`src/rtl/al422_pkg.sv`:
```
// Shared encodings and widths for the AL422B frame controller.
package al422_pkg;

  typedef enum logic [1:0] {
    C_IDLE    = 2'd0,
    C_ARM     = 2'd1,
    C_WRST    = 2'd2,
    C_CAPTURE = 2'd3
  } cap_state_t;

  typedef enum logic [2:0] {
    R_IDLE = 3'd0,
    R_HIGH = 3'd1,
    R_LOW  = 3'd2,
    R_DONE = 3'd3,
    R_RST  = 3'd4
  } rd_state_t;

  localparam int WRST_CLKS  = 2;
  localparam int WRST_CNT_W = 2;
  localparam int LINE_CNT_W = 10;
  localparam int BYTE_CNT_W = 19;

endpackage

```
`src/rtl/al422_rdclk_gen.sv`:
```
// AL422 read-clock generator: half-period counter with phase-end strobe.
// rdclk is high during the first half of each period while run is held.
module al422_rdclk_gen #(
  parameter int RDCLK_HALF = 4
) (
  input  logic clk,
  input  logic rst,
  input  logic run,
  output logic rdclk,
  output logic phase_end,
  output logic low_phase
);

  localparam int CNT_W = $clog2(RDCLK_HALF) + 1;

  logic [CNT_W-1:0] cnt_reg;
  logic             half_reg;

  assign phase_end = run && (cnt_reg == CNT_W'(RDCLK_HALF - 1));
  assign rdclk     = run && !half_reg;
  assign low_phase = half_reg;

  always_ff @(posedge clk) begin
    if (rst || !run) begin
      cnt_reg  <= '0;
      half_reg <= 1'b0;
    end else if (phase_end) begin
      cnt_reg  <= '0;
      half_reg <= ~half_reg;
    end else begin
      cnt_reg <= cnt_reg + 1'b1;
    end
  end

endmodule

```
`src/rtl/al422_frame_ctrl.sv`:
```
// OV7670 -> AL422B frame capture and byte-wise readback controller.
// Optional frame statistics outputs enabled by AL422_FRAME_STATS_EN.
module al422_frame_ctrl
  import al422_pkg::*;
#(
  parameter int RDCLK_HALF = 4,
  parameter int RST_CLKS   = 4,
  parameter int VSYNC_POL  = 1
) (
  input  logic       clk,
  input  logic       rst,
  input  logic       vsync,
  input  logic       href,
  input  logic [7:0] din,
  input  logic       take_picture,
  input  logic       rd_req,
  input  logic       reset_wr,
  input  logic       reset_rd,
  output logic       we,
  output logic       wrst,
  output logic       rrst,
  output logic       oe,
  output logic       rdclk,
  output logic [7:0] dout,
  output logic       dout_valid,
  output logic       cap_busy,
  output logic       rd_busy,
  output logic       frame_done
`ifdef AL422_FRAME_STATS_EN
  ,
  output logic [LINE_CNT_W-1:0] line_cnt,
  output logic [BYTE_CNT_W-1:0] byte_cnt
`endif
);

  localparam int RST_CNT_W = $clog2(RST_CLKS) + 1;

  logic vs_meta_reg, vs_sync_reg, vs_prev_reg;
  logic vs_norm, frame_edge;

  cap_state_t            cap_state_reg, cap_state_next;
  logic [WRST_CNT_W-1:0] wrst_cnt_reg, mwrst_cnt_reg;
  logic                  frame_done_reg;

  rd_state_t             rd_state_reg, rd_state_next;
  logic [RST_CNT_W-1:0]  rst_cnt_reg;
  logic [7:0]            dout_reg;
  logic                  gen_run, phase_end, low_phase;

  // Edge detection runs on the polarity-normalised vsync.
  assign vs_norm    = (VSYNC_POL != 0) ? vs_sync_reg : ~vs_sync_reg;
  assign frame_edge = vs_norm && !vs_prev_reg;

  always_ff @(posedge clk) begin
    if (rst) begin
      vs_meta_reg <= 1'b0;
      vs_sync_reg <= 1'b0;
      vs_prev_reg <= 1'b0;
    end else begin
      vs_meta_reg <= vsync;
      vs_sync_reg <= vs_meta_reg;
      vs_prev_reg <= vs_norm;
    end
  end

  always_comb begin
    cap_state_next = cap_state_reg;
    we             = 1'b0;
    wrst           = (mwrst_cnt_reg == '0);
    cap_busy       = (cap_state_reg != C_IDLE);
    case (cap_state_reg)
      C_IDLE:    if (take_picture) cap_state_next = C_ARM;
      C_ARM:     if (frame_edge) cap_state_next = C_WRST;
      C_WRST: begin
        wrst = 1'b0;
        if (wrst_cnt_reg == WRST_CNT_W'(WRST_CLKS - 1)) cap_state_next = C_CAPTURE;
      end
      C_CAPTURE: begin
        we = 1'b1;
        if (frame_edge) cap_state_next = C_IDLE;
      end
      default:   cap_state_next = C_IDLE;
    endcase
  end

  always_ff @(posedge clk) begin
    if (rst) begin
      cap_state_reg  <= C_IDLE;
      wrst_cnt_reg   <= '0;
      mwrst_cnt_reg  <= '0;
      frame_done_reg <= 1'b0;
    end else begin
      cap_state_reg <= cap_state_next;
      wrst_cnt_reg  <= (cap_state_reg == C_WRST) ? wrst_cnt_reg + 1'b1 : '0;
      // Manual write-pointer reset only runs while the capture path is idle.
      if (cap_state_reg != C_IDLE)
        mwrst_cnt_reg <= '0;
      else if (mwrst_cnt_reg != '0)
        mwrst_cnt_reg <= mwrst_cnt_reg - 1'b1;
      else if (reset_wr && !take_picture)
        mwrst_cnt_reg <= WRST_CNT_W'(WRST_CLKS);
      if (cap_state_reg == C_IDLE && take_picture)
        frame_done_reg <= 1'b0;
      else if (cap_state_reg == C_CAPTURE && frame_edge)
        frame_done_reg <= 1'b1;
    end
  end

  assign frame_done = frame_done_reg;

  assign gen_run = (rd_state_reg == R_HIGH) || (rd_state_reg == R_LOW) ||
                   (rd_state_reg == R_RST);

  al422_rdclk_gen #(
    .RDCLK_HALF(RDCLK_HALF)
  ) u_rdclk_gen (
    .clk      (clk),
    .rst      (rst),
    .run      (gen_run),
    .rdclk    (rdclk),
    .phase_end(phase_end),
    .low_phase(low_phase)
  );

  always_comb begin
    rd_state_next = rd_state_reg;
    oe            = 1'b1;
    rrst          = 1'b1;
    dout_valid    = 1'b0;
    rd_busy       = (rd_state_reg != R_IDLE);
    case (rd_state_reg)
      R_IDLE: begin
        if (reset_rd)    rd_state_next = R_RST;
        else if (rd_req) rd_state_next = R_HIGH;
      end
      R_HIGH: begin
        oe = 1'b0;
        if (phase_end) rd_state_next = R_LOW;
      end
      R_LOW: begin
        oe = 1'b0;
        if (phase_end) rd_state_next = R_DONE;
      end
      R_DONE: begin
        dout_valid    = 1'b1;
        rd_state_next = R_IDLE;
      end
      R_RST: begin
        rrst = 1'b0;
        // A period completes at the end of its low half.
        if (phase_end && low_phase && rst_cnt_reg == RST_CNT_W'(RST_CLKS - 1))
          rd_state_next = R_IDLE;
      end
      default: rd_state_next = R_IDLE;
    endcase
  end

  always_ff @(posedge clk) begin
    if (rst) begin
      rd_state_reg <= R_IDLE;
      rst_cnt_reg  <= '0;
      dout_reg     <= '0;
    end else begin
      rd_state_reg <= rd_state_next;
      if (rd_state_reg != R_RST)
        rst_cnt_reg <= '0;
      else if (phase_end && low_phase)
        rst_cnt_reg <= rst_cnt_reg + 1'b1;
      if (rd_state_reg == R_HIGH && phase_end)
        dout_reg <= din;
    end
  end

  assign dout = dout_reg;

`ifdef AL422_FRAME_STATS_EN
  logic                  hs_meta_reg, hs_sync_reg, hs_prev_reg;
  logic [LINE_CNT_W-1:0] line_cnt_reg;
  logic [BYTE_CNT_W-1:0] byte_cnt_reg;

  always_ff @(posedge clk) begin
    if (rst) begin
      hs_meta_reg  <= 1'b0;
      hs_sync_reg  <= 1'b0;
      hs_prev_reg  <= 1'b0;
      line_cnt_reg <= '0;
      byte_cnt_reg <= '0;
    end else begin
      hs_meta_reg <= href;
      hs_sync_reg <= hs_meta_reg;
      hs_prev_reg <= hs_sync_reg;
      if (cap_state_next == C_WRST && cap_state_reg != C_WRST)
        line_cnt_reg <= '0;
      else if (cap_state_reg == C_CAPTURE && hs_sync_reg && !hs_prev_reg &&
               line_cnt_reg != '1)
        line_cnt_reg <= line_cnt_reg + 1'b1;
      if (rd_state_reg == R_RST && rd_state_next == R_IDLE)
        byte_cnt_reg <= '0;
      else if (dout_valid && byte_cnt_reg != '1)
        byte_cnt_reg <= byte_cnt_reg + 1'b1;
    end
  end

  assign line_cnt = line_cnt_reg;
  assign byte_cnt = byte_cnt_reg;
`else
  logic unused_href;
  assign unused_href = href;
`endif

endmodule

```
`config.mk`:
```
export PLATFORM = sky130hd
export DESIGN_NAME = al422_frame_ctrl
export DESIGN_NICKNAME = d
export VERILOG_FILES = /design/src/rtl/al422_pkg.sv /design/src/rtl/al422_rdclk_gen.sv /design/src/rtl/al422_frame_ctrl.sv
export SDC_FILE = /design/constraint.sdc
export NUM_CORES = 1
export LEC_CHECK = 0
export BUFFER_PORTS_ARGS = -buffer_cell sky130_fd_sc_hd__buf_2
export CORE_MARGIN = 3
export CORE_UTILIZATION = 50
export CTS_BUF_LIST = sky130_fd_sc_hd__clkbuf_4 sky130_fd_sc_hd__clkbuf_8
export CTS_CLUSTER_DIAMETER = 60
export DETAILED_ROUTE_END_ITERATION = 16
export PLACE_DENSITY = 0.75
export SETUP_SLACK_MARGIN = 0.5
export SYNTH_ARGS = -nofsm -noshare
export SYNTH_HDL_FRONTEND = slang
export SYNTH_HIERARCHICAL = 1
export SYNTH_SLANG_ARGS = --single-unit
```
`constraint.sdc`:
```
create_clock -name clk -period 3.25 [get_ports clk]
set_clock_uncertainty 0.15 [all_clocks]
set_input_delay 0.325 -clock clk [delete_from_list [all_inputs] [get_ports clk]]
set_output_delay 0.325 -clock clk [all_outputs]
set_load 0.05 [all_outputs]
```
Yosys cells after proc, flatten, opt, wreduce, memory -nomap -nowiden
Cells that the tools add are included.

Add/sub/neg operators: 4. Eq/ne operators: 19. Muxes and demuxes: 18. Bitwise logic cells: 2. Reductions and logical operators: 31.

Operator list (count): 2-to-1 mux 3 bit (5); equality test 3 x 2 -> 1 bit, second input constant (4); 2-to-1 mux 2 bit (6); inequality test 2 bit, second input constant (6); case mux 3 bit (4 select lines) (1); OR reduction 2 bit (6); logical AND 1 bit (9); case mux 2 bit (4 select lines) (1); AND reduction 4 bit (2); adder 3 x 1 -> 3 bit, second input constant (2); inequality test 3 bit, second input constant (2); nonzero test 2 bit (3); 2-to-1 mux 1 bit (5); equality test 2 x 1 -> 1 bit, second input constant (2); equality test 2 bit, second input constant (2); logical NOT 1 bit (4); logical NOT 2 bit (2); equality test 3 x 1 -> 1 bit, second input constant (1); equality test 3 bit, second input constant (1); logical NOT 3 bit (1); logical OR 1 bit (3); nonzero test 3 bit (1); adder 2 x 1 -> 2 bit, second input constant (1); inequality test 2 x 1 -> 1 bit, second input constant (1); other kinds (2) (3).

Flip-flop bits (word level): 28. Input port bits: 16. Output and inout port bits: 17. Word-level logic and storage cells: 86.

Longest topological paths before layout
Depth in word-level cells: 8. Gate-level depth with buffers: 9. Gate-level depth less buffers: 8.

Hierarchy
Netlist, hierarchy kept.

Modules (own cells, without submodules): al422_frame_ctrl (instances 1, cells each 122, area each 1154.9 sq um, sequential area each 480.5 sq um); al422_rdclk_gen (instances 1, cells each 15, area each 165.2 sq um, sequential area each 80.1 sq um).

Least setup slack after synthesis
OpenSTA, ideal clock, no wires.

Kind: flip-flop to output port. Start: reg rd_state_reg[1]. End: out rdclk. Arrival: 1.643 ns. Required time: 2.775 ns. Setup slack: 1.132 ns. Cell stages (with the launch flop): 5. Path buffers: 1. Path through: dfxtp_1 > buf_6 > xnor2_1 > o21ai_0 > nor2b_1.

Longest elaborated chain between the ends: 4. Elaborated cells between the ends (all ways): 6. Those cells by class: eq/ne (3); reduce/logical (3).

Ends and longest elaborated chain: start, declared (line al422_frame_ctrl.sv:45) `rd_state_t rd_state_reg, rd_state_next;`; start signal, assigned (line al422_frame_ctrl.sv:164) `rd_state_reg <= rd_state_next;`; equality test 3 x 1 -> 1 bit / equality test 3 x 2 -> 1 bit (equally long branches) (line al422_frame_ctrl.sv:111) `assign gen_run = (rd_state_reg == R_HIGH) || (rd_state_reg == R_LOW) ||`; logical OR 1 bit (line al422_frame_ctrl.sv:111); logical OR 1 bit * (line al422_frame_ctrl.sv:111); via gen_run (line al422_frame_ctrl.sv:48) `logic gen_run, phase_end, low_phase;`; logical AND 1 bit * (line al422_rdclk_gen.sv:20) `assign rdclk = run && !half_reg;`; end, declared (line al422_frame_ctrl.sv:23) `output logic rdclk,`.

Mark *: on every way through the listed nets, which the timed path passes. The rest lies on a longest branch.

Final worst setup path
Start: reg rd_state_reg[1]. End: reg dout_reg[4] (netlist: dout[4]).

Longest elaborated chain between the ends: 5. Elaborated cells between the ends (all ways): 7. Those cells by class: eq/ne (3); reduce/logical (4).

Ends and longest elaborated chain: equality test 3 x 1 -> 1 bit / equality test 3 x 2 -> 1 bit (equally long branches) (line al422_frame_ctrl.sv:111); logical OR 1 bit (line al422_frame_ctrl.sv:111); logical OR 1 bit * (line al422_frame_ctrl.sv:111); via gen_run (line al422_frame_ctrl.sv:48); logical AND 1 bit * (line al422_rdclk_gen.sv:19) `assign phase_end = run && (cnt_reg == CNT_W'(RDCLK_HALF - 1));`; via phase_end (line al422_frame_ctrl.sv:48); logical AND 1 bit * (line al422_frame_ctrl.sv:169) `if (rd_state_reg == R_HIGH && phase_end)`; end signal, assigned (line al422_frame_ctrl.sv:170) `dout_reg <= din;`; end, declared (line al422_frame_ctrl.sv:47) `logic [7:0] dout_reg;`.

Marks and branches as above. A chain may end at the register's enable or synchronous reset.

==> results_dict.tcl <==
set metrics [dict create \
    ant_nets 0 \
    r2r-start "rd_state_reg[1]" \
    dp.cells 191 \
    arrival_ns 2.56 \
    grt_max_degree 23 \
    post-dp-hpwl_um 1800 \
    worst_ep_required_time_ns 3.32 \
    synth_top_area_share_pct 42.5 \
    reg2reg_slack_ns 0.77 \
    synth_area_per_cell_um2 9.64 \
    postCtsHoldBufs 0 \
    reg2reg_depth 6 \
    post-place-ws_ns 0.836 \
    cts_htree_levels 1 \
    die_h_um 57.4 \
    gr-total-overflow 0 \
    io_pins 33 \
    setup_viol 0 \
    post_cts_buffers 0 \
    drt_pass1_iterations 6 \
    async_reset_ff_share_pct 0 \
    gp_congestion 0.748 \
    outcome "finished clean" \
    largest_reg_flops 8 \
    p_leak_nw 0.675 \
    critPathKind "flop to flop" \
    core_area_mm2 0.00236 \
    start_util_pct 55.9 \
    worstPathMaxFanout 8 \
    antenna_cells 0 \
    hold_viol_final 0 \
    ys_seq_elements 28 \
    fmax_mhz 402 \
    tns_ns 0 \
    max_cap_violations 0 \
    die_w_um 57.4 \
    crit_slowest_cell "dfxtp_1" \
    synth_ff_type "dfxtp_1" \
    worstSetupStartpointType "flop" \
    synthCells 137 \
    vias 976 \
    post_drt_wl_per_cell_um 11.8 \
    startpoint "rd_state_reg[1]" \
    yosysSeqAreaShare_pct 42.5 \
    hold_class "input port to flop" \
    synthesis.area_mm2 0.00132 \
    power.density_mw_per_mm2 635 \
    grt_antenna_before_repair 0 \
    dieArea_mm2 0.00329 \
    clock-sinks 28 \
    drt_iter0_markers 18 \
    period_minus_slack_ns 2.48 \
    cts_tree "built" \
    ir_drop_v 0.000433 \
    num_rows 17 \
    grt_pass1_vias 958 \
    cts_resized 0 \
    layout.nets 196 \
    cts_root_buffer "clkbuf_4" \
    met2_length_um 1150 \
    crit_chain "xnor2_1 -> o21ai_0 -> and2_1 -> and3_1 -> mux2i_1 -> nor2_1" \
    io_buffers 31 \
    wl_met3_um 109 \
    wirelength_met1_um 1040 \
    slew_headroom_pct 67.2 \
    drcViolationCount 0 \
    syn2layout_area_growth_pct 15.5 \
    setup_ws_ns 0.765 \
    routed.top_layer "met4" \
    synth_cell_types 33 \
    clockBufferDepth 2 \
    max_stage_delay_ns 0.56 \
    grt_use_total_pct 14.5 \
    min_from "vsync" \
    synth_edf_count 0 \
    cts-buffers-inserted 3 \
    yosys-top-cells-area "dfxtp_1 (42%), ha_1 (11%), mux2i_1 (8.3%)" \
    synth.largest_area_cell "dfxtp_1" \
    fillCellCount 198 \
    wirelength_um 2310 \
    drive_gt1_share_pct 25.1 \
    syn-num-nets 165 \
    avgViaCountPerCell 5.01 \
    clk_pin_slew_ns 0.14 \
    finalCritPeriodShare_pct 76.5 \
    maxSlewViolCount 0 \
    end_kind "flop" \
    worst_pin_slew_ns 0.487 \
    endpoint "dout[4]" \
    r2r_end "dout[4]" \
    rsz0062_at_grt "false" \
    fin_cells 195 \
    grt_pass1_wl_um 3850 \
    yosysWarningCount 6 \
    clock_latency_ns 0.32 \
]
==> cell families after synthesis <==
logic type,count (synthesis),share of synthesized area [%]
and+or+nand+nor,49,20.5
DFF,28,42.5
buffers and inverters,17,6.35
AOI/OAI and AO/OA,16,8.34
xor gates and xnor gates,4,2.65
muxes,11,8.34
adders and majority gates,12,11.4
==> cell type report <==
type,instances,area (µm²),area share [%]
Clock buffer,3,22.5,1.48
Clock inverter,1,30.0,1.97
Inverter,12,45.0,2.96
Multi-Input combinational cell,92,676,44.3
Sequential cell,28,561,36.8
Tap cell,28,35.0,2.30
Timing Repair Buffer,31,155,10.2
==> how the worst min path moves through the flow <==
stage	slack (ns)	end	cells after the start
2_1_floorplan	0.25	wrst_cnt_reg[0]	1
3_3_place_gp	0.26	wrst_cnt_reg[0]	1
3_5_place_dp	0.26	wrst_cnt_reg[0]	1
4_1_cts	0.04	vs_meta_reg	2
5_1_grt	0.04	vs_meta_reg	2
6_report	0.05	vs_meta_reg	2
==> cells in the mapped netlist, types with 2 or more instances <==
master and number:
a211oi_1 3, xnor2_1 2, ha_1 12, a21oi_1 4, nor2_1 21, o21ai_0 3, buf_6 2, nand2_1 3
nor3_1 4, mux2i_1 11, dfxtp_1 28, nand2b_1 5, xor2_1 2, nand3_1 2, nor2b_1 6, inv_1 12
==> cells in the final DEF, fill, tap and decap left out, types with 2 or more instances in the layout <==
master / instances
buf_2: 31
dfxtp_1: 28
nor2_1: 21
inv_1: 12
ha_1: 12
mux2i_1: 11
nor2b_1: 6
nand2b_1: 5
a21oi_1: 4
nor3_1: 4
nand2_1: 3
o21ai_0: 3
a211oi_1: 3
clkbuf_4: 3
xor2_1: 2
xnor2_1: 2
nand3_1: 2
==> per-stage QoR <==
| stage | total power [mW] | util (%) | hold slack [ns] | instance area [µm²] |
|---|---|---|---|---|
| floorplan | 0.680 | - | 0.248 | 1320 |
| global placement | 0.739 | 62.3 | 0.257 | 1470 |
| detailed placement | 0.755 | 62.3 | 0.263 | 1470 |
| CTS | 0.981 | 64.5 | 0.0393 | 1520 |
| global route | 1.03 | 64.5 | 0.0429 | 1520 |
| finish | 0.968 | 64.5 | 0.0486 | 1520 |
==> critical path, delay by kind of cell, from the launching register on <==
kind                      cells  cell delay, ns
and+or+nand+nor               3            0.88
muxes                         1            0.25
xor gates and xnor gates      1            0.12
AOI/OAI and AO/OA             1            0.41
DFF                           1            0.56
==> report_power, final <==
group | internal [mW] | total (mW) | switching, mW
Clock | 0.125 | 0.223 | 0.0982
Combinational | 0.115 | 0.347 | 0.232
Sequential | 0.372 | 0.399 | 0.0269
Total | 0.611 | 0.968 | 0.357
==> metal layers <==
metal  vias to the layer above  track usage, %
met4                         0            2.65
met3                         2            4.75
met5                         -               0
li1                        514               -
met2                        16            27.3
met1                       444            15.7
(Power assumes the default switching activity.)
